$ cat config.mk
export PLATFORM = sky130hd
export DESIGN_NAME = biquad8_coeff_loader_flat
export DESIGN_NICKNAME = d
export VERILOG_FILES = /design/src/rtl/biquad8_coeff_loader_if.sv /design/src/rtl/biquad8_coeff_loader.sv /design/src/flat_wrapper.sv
export SDC_FILE = /design/constraint.sdc
export NUM_CORES = 1
export LEC_CHECK = 0
export ABC_AREA = 1
export ABC_CLOCK_PERIOD_IN_PS = 3550
export CAP_MARGIN = 20
export CORE_UTILIZATION = 28
export DETAILED_ROUTE_END_ITERATION = 6
export DONT_BUFFER_PORTS = 1
export GPL_TIMING_DRIVEN = 0
export SYNTH_ARGS = -nofsm -noshare
export SYNTH_HDL_FRONTEND = slang
export SYNTH_SLANG_ARGS = --single-unit
$ cat constraint.sdc
create_clock -name clk -period 3.55 [get_ports clk]
set_clock_uncertainty 0.1 [all_clocks]
set_input_delay 0.355 -clock clk [delete_from_list [all_inputs] [get_ports clk]]
set_output_delay 0.355 -clock clk [all_outputs]
set_load 0.02 [all_outputs]
$ cat src/rtl/biquad8_coeff_loader_if.sv
// Host staging-bank port plus the serial coefficient port towards the biquad8 DSP B cascade.
// Latency: none (wires only); backpressure: none, the host sees busy_o/pending_o as status.
// The master side drives writes and commits; the slave side is the loader.
interface biquad8_coeff_loader_if #(
    parameter int COEFF_BITS = 18,
    parameter int ADDR_BITS  = 4
);
    logic                  wr_en_i;
    logic [ADDR_BITS-1:0]  wr_addr_i;
    logic [COEFF_BITS-1:0] wr_dat_i;
    logic                  commit_i;
    logic                  busy_o;
    logic                  pending_o;
    logic                  done_o;
    logic [COEFF_BITS-1:0] coeff_dat_o;
    logic                  coeff_wr_o;
    logic                  coeff_update_o;

    modport master (
        output wr_en_i, wr_addr_i, wr_dat_i, commit_i,
        input  busy_o, pending_o, done_o, coeff_dat_o, coeff_wr_o, coeff_update_o
    );

    modport slave (
        input  wr_en_i, wr_addr_i, wr_dat_i, commit_i,
        output busy_o, pending_o, done_o, coeff_dat_o, coeff_wr_o, coeff_update_o
    );
endinterface

$ cat src/rtl/biquad8_coeff_loader.sv
// Stages host coefficient writes, snapshots them on commit and shifts them out highest address first.
// Latency: first coeff_wr_o one cycle after commit, 2*NCOEFF+2 cycles per load.
// Backpressure: none; a commit while busy is queued one deep and further commits merge into it.
module biquad8_coeff_loader #(
    parameter int NCOEFF     = 2,
    parameter int COEFF_BITS = 18,
    parameter int ADDR_BITS  = 4
) (
    input  logic                 clk,
    input  logic                 rst,
    biquad8_coeff_loader_if.slave bus
);
    localparam int IDX_BITS = (NCOEFF > 1) ? $clog2(NCOEFF) : 1;
    localparam logic [IDX_BITS-1:0] LAST_IDX = IDX_BITS'(NCOEFF - 1);

    typedef logic [COEFF_BITS-1:0] coeff_t;
    typedef enum logic [2:0] {IDLE, WRITE, HOLD, UPDATE, FLUSH} state_t;

    state_t              state, state_nxt;
    coeff_t              bank     [NCOEFF];
    coeff_t              bank_nxt [NCOEFF];
    coeff_t              snap     [NCOEFF];
    logic [IDX_BITS-1:0] idx, idx_nxt;
    logic                pending, pending_nxt;
    logic                take_snap;
    logic                start;

    logic                busy_q, busy_nxt;
    logic                done_q, done_nxt;
    logic                wr_q, wr_nxt;
    logic                upd_q, upd_nxt;
    coeff_t              dat_q, dat_nxt;

    // Write-through view of the staging bank: a same-cycle write lands in the snapshot.
    always_comb begin
        for (int i = 0; i < NCOEFF; i++) begin
            bank_nxt[i] = (bus.wr_en_i && (bus.wr_addr_i == ADDR_BITS'(i))) ? bus.wr_dat_i : bank[i];
        end
    end

    assign start = bus.commit_i || pending;

    always_comb begin
        state_nxt   = state;
        idx_nxt     = idx;
        pending_nxt = pending;
        take_snap   = 1'b0;
        dat_nxt     = dat_q;

        if (bus.commit_i && (state != IDLE)) begin
            pending_nxt = 1'b1;
        end

        case (state)
            IDLE, FLUSH: begin
                if (start) begin
                    take_snap   = 1'b1;
                    idx_nxt     = LAST_IDX;
                    pending_nxt = 1'b0;
                    dat_nxt     = bank_nxt[NCOEFF-1];
                    state_nxt   = WRITE;
                end else begin
                    state_nxt   = IDLE;
                end
            end
            WRITE: begin
                state_nxt = HOLD;
            end
            // The filter registers its clock enable, so data stays put for one extra cycle.
            HOLD: begin
                if (idx == '0) begin
                    state_nxt = UPDATE;
                end else begin
                    idx_nxt   = idx - 1'b1;
                    dat_nxt   = snap[idx - 1'b1];
                    state_nxt = WRITE;
                end
            end
            UPDATE: begin
                state_nxt = FLUSH;
            end
            default: begin
                state_nxt = IDLE;
            end
        endcase

        busy_nxt = (state_nxt != IDLE);
        wr_nxt   = (state_nxt == WRITE);
        upd_nxt  = (state_nxt == UPDATE);
        done_nxt = (state_nxt == FLUSH);
    end

    always_ff @(posedge clk or posedge rst) begin
        if (rst) begin
            state   <= IDLE;
            idx     <= '0;
            pending <= 1'b0;
            busy_q  <= 1'b0;
            done_q  <= 1'b0;
            wr_q    <= 1'b0;
            upd_q   <= 1'b0;
            dat_q   <= '0;
        end else begin
            state   <= state_nxt;
            idx     <= idx_nxt;
            pending <= pending_nxt;
            busy_q  <= busy_nxt;
            done_q  <= done_nxt;
            wr_q    <= wr_nxt;
            upd_q   <= upd_nxt;
            dat_q   <= dat_nxt;
        end
    end

    always_ff @(posedge clk or posedge rst) begin
        if (rst) begin
            for (int i = 0; i < NCOEFF; i++) begin
                bank[i] <= '0;
                snap[i] <= '0;
            end
        end else begin
            for (int i = 0; i < NCOEFF; i++) begin
                bank[i] <= bank_nxt[i];
                if (take_snap) begin
                    snap[i] <= bank_nxt[i];
                end
            end
        end
    end

    assign bus.busy_o         = busy_q;
    assign bus.pending_o      = pending;
    assign bus.done_o         = done_q;
    assign bus.coeff_dat_o    = dat_q;
    assign bus.coeff_wr_o     = wr_q;
    assign bus.coeff_update_o = upd_q;
endmodule

$ cat src/flat_wrapper.sv
// flat-port wrapper written by rule: the top's interface ports become plain ports
module biquad8_coeff_loader_flat 
#(
    parameter int NCOEFF     = 2,
    parameter int COEFF_BITS = 18,
    parameter int ADDR_BITS  = 4
)
  (clk, rst, bus_wr_en_i, bus_wr_addr_i, bus_wr_dat_i, bus_commit_i, bus_busy_o, bus_pending_o, bus_done_o, bus_coeff_dat_o, bus_coeff_wr_o, bus_coeff_update_o);
  biquad8_coeff_loader_if #(.COEFF_BITS(COEFF_BITS), .ADDR_BITS(ADDR_BITS)) bus_i ();
  input  logic clk;
  input  logic rst;
  input wire logic [$bits(bus_i.wr_en_i)-1:0] bus_wr_en_i;
  input wire logic [$bits(bus_i.wr_addr_i)-1:0] bus_wr_addr_i;
  input wire logic [$bits(bus_i.wr_dat_i)-1:0] bus_wr_dat_i;
  input wire logic [$bits(bus_i.commit_i)-1:0] bus_commit_i;
  output wire logic [$bits(bus_i.busy_o)-1:0] bus_busy_o;
  output wire logic [$bits(bus_i.pending_o)-1:0] bus_pending_o;
  output wire logic [$bits(bus_i.done_o)-1:0] bus_done_o;
  output wire logic [$bits(bus_i.coeff_dat_o)-1:0] bus_coeff_dat_o;
  output wire logic [$bits(bus_i.coeff_wr_o)-1:0] bus_coeff_wr_o;
  output wire logic [$bits(bus_i.coeff_update_o)-1:0] bus_coeff_update_o;
  assign bus_i.wr_en_i = bus_wr_en_i;
  assign bus_i.wr_addr_i = bus_wr_addr_i;
  assign bus_i.wr_dat_i = bus_wr_dat_i;
  assign bus_i.commit_i = bus_commit_i;
  assign bus_busy_o = bus_i.busy_o;
  assign bus_pending_o = bus_i.pending_o;
  assign bus_done_o = bus_i.done_o;
  assign bus_coeff_dat_o = bus_i.coeff_dat_o;
  assign bus_coeff_wr_o = bus_i.coeff_wr_o;
  assign bus_coeff_update_o = bus_i.coeff_update_o;
  biquad8_coeff_loader #(.NCOEFF(NCOEFF), .COEFF_BITS(COEFF_BITS), .ADDR_BITS(ADDR_BITS)) u_core (.clk(clk), .rst(rst), .bus(bus_i));
endmodule
After elaboration in Yosys (flattened, before gate mapping). Cells that the tools add are included.

Register bits after elaboration: 99. Input port bits: 26. Output and inout port bits: 23.

Bitwise operators: 1. Reductions and logical operators: 12. Mux-type cells: 19. $lt $le $gt $ge: 1. Add/subtract/negate cells: 1. Equal/unequal tests: 10.

Operator list (number): $mux 18 (7); $pmux 18 s2 (1); $pmux 3 s4 (1); $eq 3x2->1 const B (3); $mux 1 (8); $eq 3x1->1 const B (2); $eq 3x3->1 const B (2); $reduce_bool 3->1 (2); $eq 4x1->1 const B (1); $logic_not 4->1 (1); $ne 2x1->1 const B (2); $logic_and 1x1->1 (3); $logic_not 3->1 (1); $reduce_and 3->1 (1); $ge 2x2->1 const B (1); $mux 2 (1); $not 1->2 (1); $pmux 1 s2 (1); $reduce_and 2->1 (1); $reduce_bool 2->1 (1); $reduce_or 2->1 (1); $logic_or 1x1->1 (1); $sub 1x1->1 const B (1).

Longest topological paths before layout. Gate-level depths: netlist (run 1).

Word-level depth: 7. Gate-level depth with buffers: 9.

Least setup slack after synthesis (run 1). No wires, ideal clock.

Path type: register to register. Start: reg u_core.pending, in the netlist u_core.bus.pending_o. End: reg u_core.dat_q[1], in the netlist u_core.bus.coeff_dat_o[1]. Arrival time: 1.186 ns. Path slack: 2.147 ns. Stages on the path, launching flop included: 10. Clock period less this slack: 1.403 ns. Library setup time: 0.116 ns. Cell sequence: dfrtp_1 > inv_1 > nand2_1 > nand2_1 > nand2_2 > nand2_2 > buf_4 > nor2_1 > nand2_1 > nand2_1.

Word-level cells in the longest chain between the ends: 3.

Ends and longest elaborated chain: start, declared (RTL line biquad8_coeff_loader.sv:24) `logic pending, pending_nxt;`; start signal, assigned (RTL line biquad8_coeff_loader.sv:106) `pending <= pending_nxt;`; $logic_or 1x1->1 (RTL line biquad8_coeff_loader.sv:41) `assign start = bus.commit_i || pending;`; $ne 2x1->1 (no source line); $reduce_and 3->1 (no source line); end signal, assigned (RTL line biquad8_coeff_loader.sv:111) `dat_q <= dat_nxt;`; end, declared (RTL line biquad8_coeff_loader.sv:32) `coeff_t dat_q, dat_nxt;`.

No other way between the ends. A chain may end at the register's enable or synchronous reset.

Worst setup path in the final report (run 1).
Start: reg u_core.pending, in the netlist u_core.bus.pending_o. End: reg u_core.snap[20] (netlist name).

Word-level cells in the longest chain between the ends: 3.

Ends and longest elaborated chain: $logic_or 1x1->1 (RTL line biquad8_coeff_loader.sv:41); $mux 1 (RTL line biquad8_coeff_loader.sv:56) `if (start) begin`; $mux 1 (RTL line biquad8_coeff_loader.sv:54) `case (state)`; end signal, assigned by index (RTL line biquad8_coeff_loader.sv:125) `snap[i] <= bank_nxt[i];`; end, declared (RTL line biquad8_coeff_loader.sv:22) `coeff_t snap [NCOEFF];`.

No other way between the ends.

==> impl_metrics.toml, run 1 <==
[sta]
setup-violations-final = 0
final_hold_viol_count = 0
fmax_mhz = 578
rsz0062_at_grt = "no"
fin_crit_sh_pct = 48.7
fin_crit_ns = 1.73
fin_ws_ns = 1.82
tightest_slew_ns = 0.573
slew_viol_final = 0
timing.slew.headroom_pct = 61.8
hold-worst-slack_ns = 0.0615

[routing]
dr.pass1.iters = 4
vias_per_cell = 4.53
vias = 3404
drc = 0
wirelength_mm = 10.7
antenna_left = 0
routedWlPerCell_um = 14.2
drt_iter0_drc = 190

[yosys]
synth-seq-cells = 99
yosysUniqueCellTypes = 23
synth_area_um2 = 4530
avgSynthCellArea_um2 = 8.75
syn_inst = 518
synth_fp_nets = 544
ys_warn_count = 0
ys_seq_area_share_pct = 54.7

[placement]
numPortBuffers = 0
hpwl_mm = 8.07
dp_slack_ns = 1.80
place.gp.congestion = 0.789

[grt]
overflow = 0
track_usage_pct = 13.9
grt_max_degree = 57
grt_pass1_wl_mm = 17.8
grt_pass1_vias = 3622
antenna_found_initial = 0

[clocking]
numCtsBuffers = 9
cts.sinks = 99
cts_tree = "built"
cts.path.max_buffers = 2
cts_resized = 0
htree_levels = 3
clkLatencyLatePin_ns = 0.34
cts.clk_slew.worst_paths_ns = 0.06
cts_root_buf = "clkbuf_16"

[run]
maxCapViolCount = 0

[power]
power_mw = 4.27
ir_drop_uv = 331
power_density_nw_per_um2 = 831
p_leak_nw = 2.65

[cells_and_area]
layout-drive-gt1-share_pct = 18.1
finish.utilization_pct = 32.5
area_growth_pct = 13.4
nFillCells = 1649
antennaDiodeCount = 0
nNetsFinal = 557

[floorplan]
dieHeight_um = 129
dieWidth_um = 129
placeableCoreArea_um2 = 15800
fp-row-count = 46
start_util_pct = 28.6
io_pins = 49
dieArea_um2 = 16700

[worst_setup_path]
worstPathMaxFanout = 10
worstPathRequired_ns = 3.73
reg2reg_slack_ns = 1.82
critical_path_arrival_ns = 1.91
criticalPathCategory = "flip-flop to flip-flop"
cp-start-kind = "flip-flop"
end_kind = "flip-flop"

[outcome]
outcome = "finished, final reports clean"

[hold_path]
hold_class = "input pin to flip-flop"
==> critical path, stage by stage (launching register included) <==
cell	delay (ns)
dfrtp_1	0.47
inv_1	0.09
nand2_1	0.06
nand2_1	0.11
inv_2	0.17
clkbuf_1	0.47
nand2_1	0.12
nand2_1	0.08
==> kinds of logic (layout without fill, tap and decap cells) <==
logic type / count (synthesis) / count (layout) / share of synthesized area (%)
AND/OR/NAND/NOR: 287 / 287 / 29.2
AO/OA/AOI/OAI: 56 / 56 / 8.17
buffers and inverters: 76 / 93 / 8.00
flip-flops: 99 / 99 / 54.7
==> metrics by stage <==
stage / TNS (ns) / cells / area, um^2
4_1_cts: 0 / 751 / 5140
5_1_grt: 0 / 751 / 5140
6_report: 0 / 751 / 5140
3_5_place_dp: 0 / 735 / 4830
3_3_place_gp: -51.99 / 734 / 4800
2_1_floorplan: 0 / 518 / 4530
==> cell usage in the layout (no fill, tap or decap), types with 2 or more instances in the layout <==
master,synthesis,routed
nand4_1,19,19
nand2_1,175,175
buf_6,3,3
nand2_4,10,10
clkbuf_16,0,9
o21ai_2,24,24
nand3_4,2,2
nor2_1,39,39
buf_2,13,13
buf_4,6,6
clkbuf_1,4,6
nor2_2,2,2
inv_1,47,46
o21ai_1,4,4
nand3_1,19,19
inv_2,2,2
o21ai_0,27,27
clkbuf_8,0,2
dfrtp_1,99,99
nand2_2,18,18
==> state kept, by name (all words and copies together) (netlist names) <==
signal / flops
u_core.bus.coeff_wr_o: 1
u_core.bus.pending_o: 1
u_core.snap: 36
u_core.bus.busy_o: 1
u_core.idx: 1
u_core.bus.coeff_dat_o: 18
u_core.bus.coeff_update_o: 1
u_core.state: 3
u_core.bank: 36
u_core.bus.done_o: 1
==> where the power goes <==
part	total, mW	internal, mW	switching, mW	leakage, nW
clock network	0.973	0.580	0.393	0.146
registers	1.82	1.50	0.317	1.27
logic	1.48	0.486	0.993	1.23
==> cells in the mapped netlist, drive strengths merged <==
| cell type | instances | share of area, % |
|---|---|---|
| a21oi | 1 | 0.11 |
| buf | 23 | 3.6 |
| clkbuf | 4 | 0.33 |
| dfrtp | 99 | 55 |
| inv | 49 | 4.1 |
| nand2 | 203 | 19 |
| nand3 | 21 | 2.9 |
| nand3b | 1 | 0.17 |
| nand4 | 19 | 2.6 |
| nor2 | 42 | 3.9 |
| nor3 | 1 | 0.11 |
| o21ai | 55 | 8.1 |
==> layer usage <==
| layer | wire length, um | GRT usage [%] |
|---|---|---|
| met1 | 4710 | 17.6 |
| met2 | 5100 | 23.0 |
| met3 | 795 | 4.29 |
| met4 | 65 | 3.67 |
| met5 | 0 | 0 |
==> cell type report <==
type / count / area [um^2] / share of cell area, %
sequential: 99 / 2480 / 48.2
tap: 216 / 270 / 5.26
timing repair buffer: 2 / 37.5 / 0.730
inverter: 49 / 186 / 3.63
multi-input combinational: 343 / 1690 / 32.9
clock inverter: 2 / 35.0 / 0.682
buffer: 27 / 179 / 3.48
clock buffer: 13 / 260 / 5.06
==> timing repair <==
action,in CTS,in global routing
endpoints found under the hold margin,43,0
hold buffers,1,0
buffers inserted,0,0
==> worst paths after layout <==
check / start / endpoint / depth (start not counted)
worst min register to register: u_core.bank[19] / u_core.bank[19] / 2
worst min-delay path: bus_wr_dat_i[8] / u_core.bank[26] / 2
worst max register to register: u_core.bus.pending_o / u_core.snap[20] / 7
min in group asynchronous: rst / u_core.bank[21] / 2
worst max-delay path: u_core.bus.pending_o / u_core.snap[20] / 7
max in group asynchronous: rst / u_core.bank[30] / 3
(Power assumes the default switching activity.)
==> inputs of run 2 (changes only) <==
- ABC_CLOCK_PERIOD_IN_PS: 3550 -> 1700
- clock period: 3.55 -> 1.7 ns (I/O delays scaled with it)
==> impl_metrics.toml, run 2 (synthesis results as in run 1) <==
[clocking]
cts.sinks = 99
htree_levels = 3
post_cts_buffers = 0
cts.path.max_buffers = 2
cts_root_buf = "clkbuf_16"
cts_tree = "built"
clkLatencyLatePin_ns = 0.34
cts.clk_slew.worst_paths_ns = 0.06
numCtsBuffers = 9

[grt]
grt_max_degree = 41
antenna_found_initial = 0
grt_pass1_wl_mm = 18.1
grt_pass1_vias = 3617
overflow = 0
track_usage_pct = 14.2

[cells_and_area]
final_cell_mix = "nand2_1, dfrtp_1, inv_1"
layout_commonest_cell = "nand2_1"
nNetsFinal = 578
antennaDiodeCount = 0
nFillCells = 1643
layout-drive-gt1-share_pct = 18.4
area_growth_pct = 18.9

[floorplan]
start_util_pct = 28.6
dieWidth_um = 129
fp-row-count = 46
placeableCoreArea_um2 = 15800
dieArea_um2 = 16700
dieHeight_um = 129
io_pins = 49

[worst_setup_path]
cp-startpoint = "u_core.bus.pending_o"
cp-start-kind = "flip-flop"
crit_end = "u_core.bus.coeff_dat_o[1]"
worstPathRequired_ns = 1.83
worstPathMaxFanout = 10
reg2reg_slack_ns = 0.14
r2r-start = "u_core.bus.pending_o"
critical_path_arrival_ns = 1.69
end_kind = "flip-flop"
ff2ff_path_depth = 9
r2r_end = "u_core.bus.coeff_dat_o[1]"
criticalPathCategory = "flip-flop to flip-flop"

[power]
p_leak_nw = 2.75
power_density_nw_per_um2 = 1710
power_mw = 9.19
ir_drop_uv = 619

[routing]
vias_per_cell = 4.49
vias = 3459
antenna_left = 0
dr.pass1.iters = 4
drt_iter0_drc = 280
routedWlPerCell_um = 14.0
drc = 0
wirelength_mm = 10.8

[sta]
fin_tns_setup_ns = 0
hold-worst-slack_ns = 0.0145
timing.slew.headroom_pct = 52.2
rsz0062_at_grt = "no"
final_hold_viol_count = 0
fin_crit_sh_pct = 91.6
fin_crit_ns = 1.56
setup-violations-final = 0
slew_viol_final = 0
fmax_mhz = 642
tightest_slew_ns = 0.715

[outcome]
outcome = "finished, final reports clean"

[hold_path]
hold_class = "input pin to flip-flop"

[placement]
hpwl_mm = 8.00
numPortBuffers = 0
place.gp.congestion = 0.800

[run]
maxCapViolCount = 0
-- run 2: area by class of cell --
class                           count  area, um^2  share of cell area [%]
Tap cell                          216         270                    5.02
Inverter                           49         188                    3.48
Sequential cell                    99        2480                    46.0
Clock inverter                      2        60.1                    1.11
Timing Repair Buffer               23         250                    4.64
Multi-Input combinational cell    343        1700                    31.6
Buffer                             27         185                    3.44
Clock buffer                       12         256                    4.76
-- run 2: how the worst min path moves through the flow --
stage / depth (start not counted) / from / slack (ns) / endpoint
3_5_place_dp: 1 / rst / 0.09 / u_core.bank[21]
4_1_cts: 2 / bus_wr_en_i / 0.002 / u_core.bank[24]
5_1_grt: 2 / bus_wr_en_i / 0.02 / u_core.bank[24]
3_3_place_gp: 2 / bus_wr_dat_i[0] / 0.23 / u_core.bank[18]
2_1_floorplan: 2 / bus_commit_i / 0.22 / u_core.bus.pending_o
6_report: 2 / bus_wr_en_i / 0.01 / u_core.bank[24]
-- run 2: where the power goes --
| part | internal [mW] | switching [mW] | leakage [nW] |
|---|---|---|---|
| Combinational | 1.08 | 2.12 | 1.33 |
| Clock | 1.35 | 0.833 | 0.155 |
| Sequential | 3.14 | 0.668 | 1.27 |
| Total | 5.57 | 3.62 | 2.75 |
-- run 2: worst max-delay path, stage by stage, from the launching register on --
cell     delay, ns
dfrtp_2       0.46
inv_1         0.08
nand2_1       0.06
nand2_2       0.10
nand2_2       0.10
nand2_4       0.15
buf_4         0.21
nor2_1        0.05
nand2_1       0.07
nand2_1       0.05
-- run 2: repair_timing --
item,in CTS,in global routing
hold endpoints to repair,85,0
resized for setup,2,5
setup endpoints to repair,12,15
hold buffers,21,0
pin swaps,0,1
-- run 2: routing by layer --
metal / share of wire (%) / up-vias / GRT usage [%]
met4: 1.1 / 0 / 3.67
li1: - / 1688 / -
met5: 0 / - / 0
met1: 46 / 1679 / 18.7
met3: 5.5 / 11 / 3.63
met2: 47 / 81 / 23.3
-- run 2: stage by stage --
stage | instance area, um^2 | cells | setup slack, ns | utilization (%)
CTS | 5380 | 771 | 0.0623 | 34.0
global placement | 4810 | 734 | -0.248 | 30.4
floorplan | 4540 | 518 | 0.254 | -
global route | 5390 | 771 | 0.00550 | 34.0
finish | 5390 | 771 | 0.142 | 34.0
detailed placement | 4850 | 736 | -0.0233 | 30.6
==> inputs of run 3 (changes only) <==
- ABC_CLOCK_PERIOD_IN_PS: 1700 -> 2000
- clock period: 1.7 -> 2 ns (I/O delays scaled with it)
==> impl_metrics.toml, run 3 (synthesis results as in run 1) <==
[routing]
dr_wl_met2_mm = 5.17
topRoutingLayerUsed = "met4"
wl_met1_mm = 4.88
wl_met3_um = 702
drt_iter0_drc = 250
wirelength_mm = 10.9
vias_per_cell = 4.54
routedWlPerCell_um = 14.1
antenna_left = 0
vias = 3498
drc = 0
dr.pass1.iters = 4

[floorplan]
placeableCoreArea_um2 = 15800
dieHeight_um = 129
start_util_pct = 28.6
dieArea_um2 = 16700
fp-row-count = 46
io_pins = 49
dieWidth_um = 129

[clocking]
post_cts_buffers = 0
cts.clk_slew.worst_paths_ns = 0.06
cts_tree = "built"
clkLatencyLatePin_ns = 0.34
cts_root_buf = "clkbuf_16"
cts_resized = 0
cts.sinks = 99
numCtsBuffers = 9
htree_levels = 3
cts.path.max_buffers = 2

[grt]
overflow = 0
antenna_found_initial = 0
track_usage_pct = 14.3
grt_pass1_vias = 3611
grt_pass1_wl_mm = 18.2
grt_max_degree = 41

[sta]
fin_crit_ns = 1.75
fin_crit_sh_pct = 87.4
rsz0062_at_grt = "no"
timing.slew.headroom_pct = 52.2
fmax_mhz = 572
final_hold_viol_count = 0
fin_tns_setup_ns = 0
fin_ws_ns = 0.251
slew_viol_final = 0
tightest_slew_ns = 0.715
setup-violations-final = 0

[placement]
numPortBuffers = 0
place.gp.congestion = 0.800
dpl_cell_area_um2 = 4850
dp_slack_ns = 0.277
hpwl_mm = 8.00

[worst_setup_path]
worstPathMaxFanout = 10
worstPathRequired_ns = 2.18
cp-start-kind = "flip-flop"
critical_path_arrival_ns = 1.92
end_kind = "flip-flop"
criticalPathCategory = "flip-flop to flip-flop"

[cells_and_area]
layout_commonest_cell = "nand2_1"
area_growth_pct = 18.3
final_cell_mix = "nand2_1, dfrtp_1, inv_1"
antennaDiodeCount = 0
layout-drive-gt1-share_pct = 17.7
nNetsFinal = 577
final_area_um2 = 5360

[power]
power_density_nw_per_um2 = 1450
p_leak_nw = 2.74
ir_drop_uv = 520

[hold_path]
hold_class = "input pin to flip-flop"

[outcome]
outcome = "finished, final reports clean"

[run]
maxCapViolCount = 0
run 3: cell types whose count changed in the layout (fill, tap and decap cells not counted):
| cell | previous run | this run |
|---|---|---|
| dlygate4sd3_1 | 21 | 20 |
| buf_6 | 4 | 3 |
| buf_4 | 5 | 6 |
| clkbuf_2 | 2 | 0 |
| dfrtp_1 | 98 | 99 |
| dfrtp_2 | 1 | 0 |
| clkbuf_1 | 3 | 5 |
| nand2_4 | 11 | 10 |
| nand2_1 | 174 | 175 |
run 3: path summary, 6_finish.rpt:
| path | start | end | slack, ns | cells past startpoint |
|---|---|---|---|---|
| worst max-delay path | u_core.bus.pending_o | u_core.snap[34] | 0.25 | 7 |
| worst min-delay path | bus_wr_dat_i[5] | u_core.bank[5] | 0.005 | 2 |
| worst max register to register | u_core.bus.pending_o | u_core.snap[34] | 0.25 | 7 |
| worst min register to register | u_core.bank[35] | u_core.bank[35] | 0.37 | 2 |
| max in group asynchronous | rst | u_core.bank[14] | 0.59 | 4 |
| min in group asynchronous | rst | u_core.bank[21] | 0.35 | 2 |
run 3: through the flow:
| step | cells | utilization, % | total power [mW] | hold slack (ns) |
|---|---|---|---|---|
| 6_report | 770 | 33.9 | 7.77 | 0.00466 |
| 5_1_grt | 770 | 33.9 | 8.37 | 0.000469 |
| 4_1_cts | 770 | 33.9 | 7.84 | 0.00221 |
| 3_5_place_dp | 736 | 30.6 | 5.92 | 0.121 |
| 3_3_place_gp | 734 | 30.4 | 5.82 | 0.256 |
| 2_1_floorplan | 518 | - | 5.17 | 0.249 |
run 3: worst max-delay path, stage by stage, from the launching register on:
cell	delay, ns
dfrtp_1	0.47
inv_1	0.09
nand2_1	0.06
nand2_1	0.11
inv_2	0.18
clkbuf_1	0.47
nand2_1	0.13
nand2_1	0.08
run 3: cell type report:
class / count / area (um^2)
fill: 1641 / 10500
sequential: 99 / 2480
multi-input combinational: 343 / 1690
tap: 216 / 270
clock buffer: 12 / 256
timing repair buffer: 22 / 240
inverter: 49 / 188
buffer: 27 / 179
clock inverter: 2 / 60.1
run 3: metal layers:
metal  track usage, %  vias to the layer above
li1                 -                     1687
met1             18.7                     1696
met2             23.5                      105
met3             3.63                       10
met4             3.67                        0
met5                0                        -
run 3: power breakdown:
part,switching (mW),internal (mW)
combinational,1.79,0.890
clock,0.707,1.15
sequential,0.568,2.66
total,3.07,4.71
run 3: timing repair:
item / in CTS / in global routing
hold endpoints to repair: 76 / 0
endpoints found under the setup margin: 0 / 0
hold buffers: 20 / 0
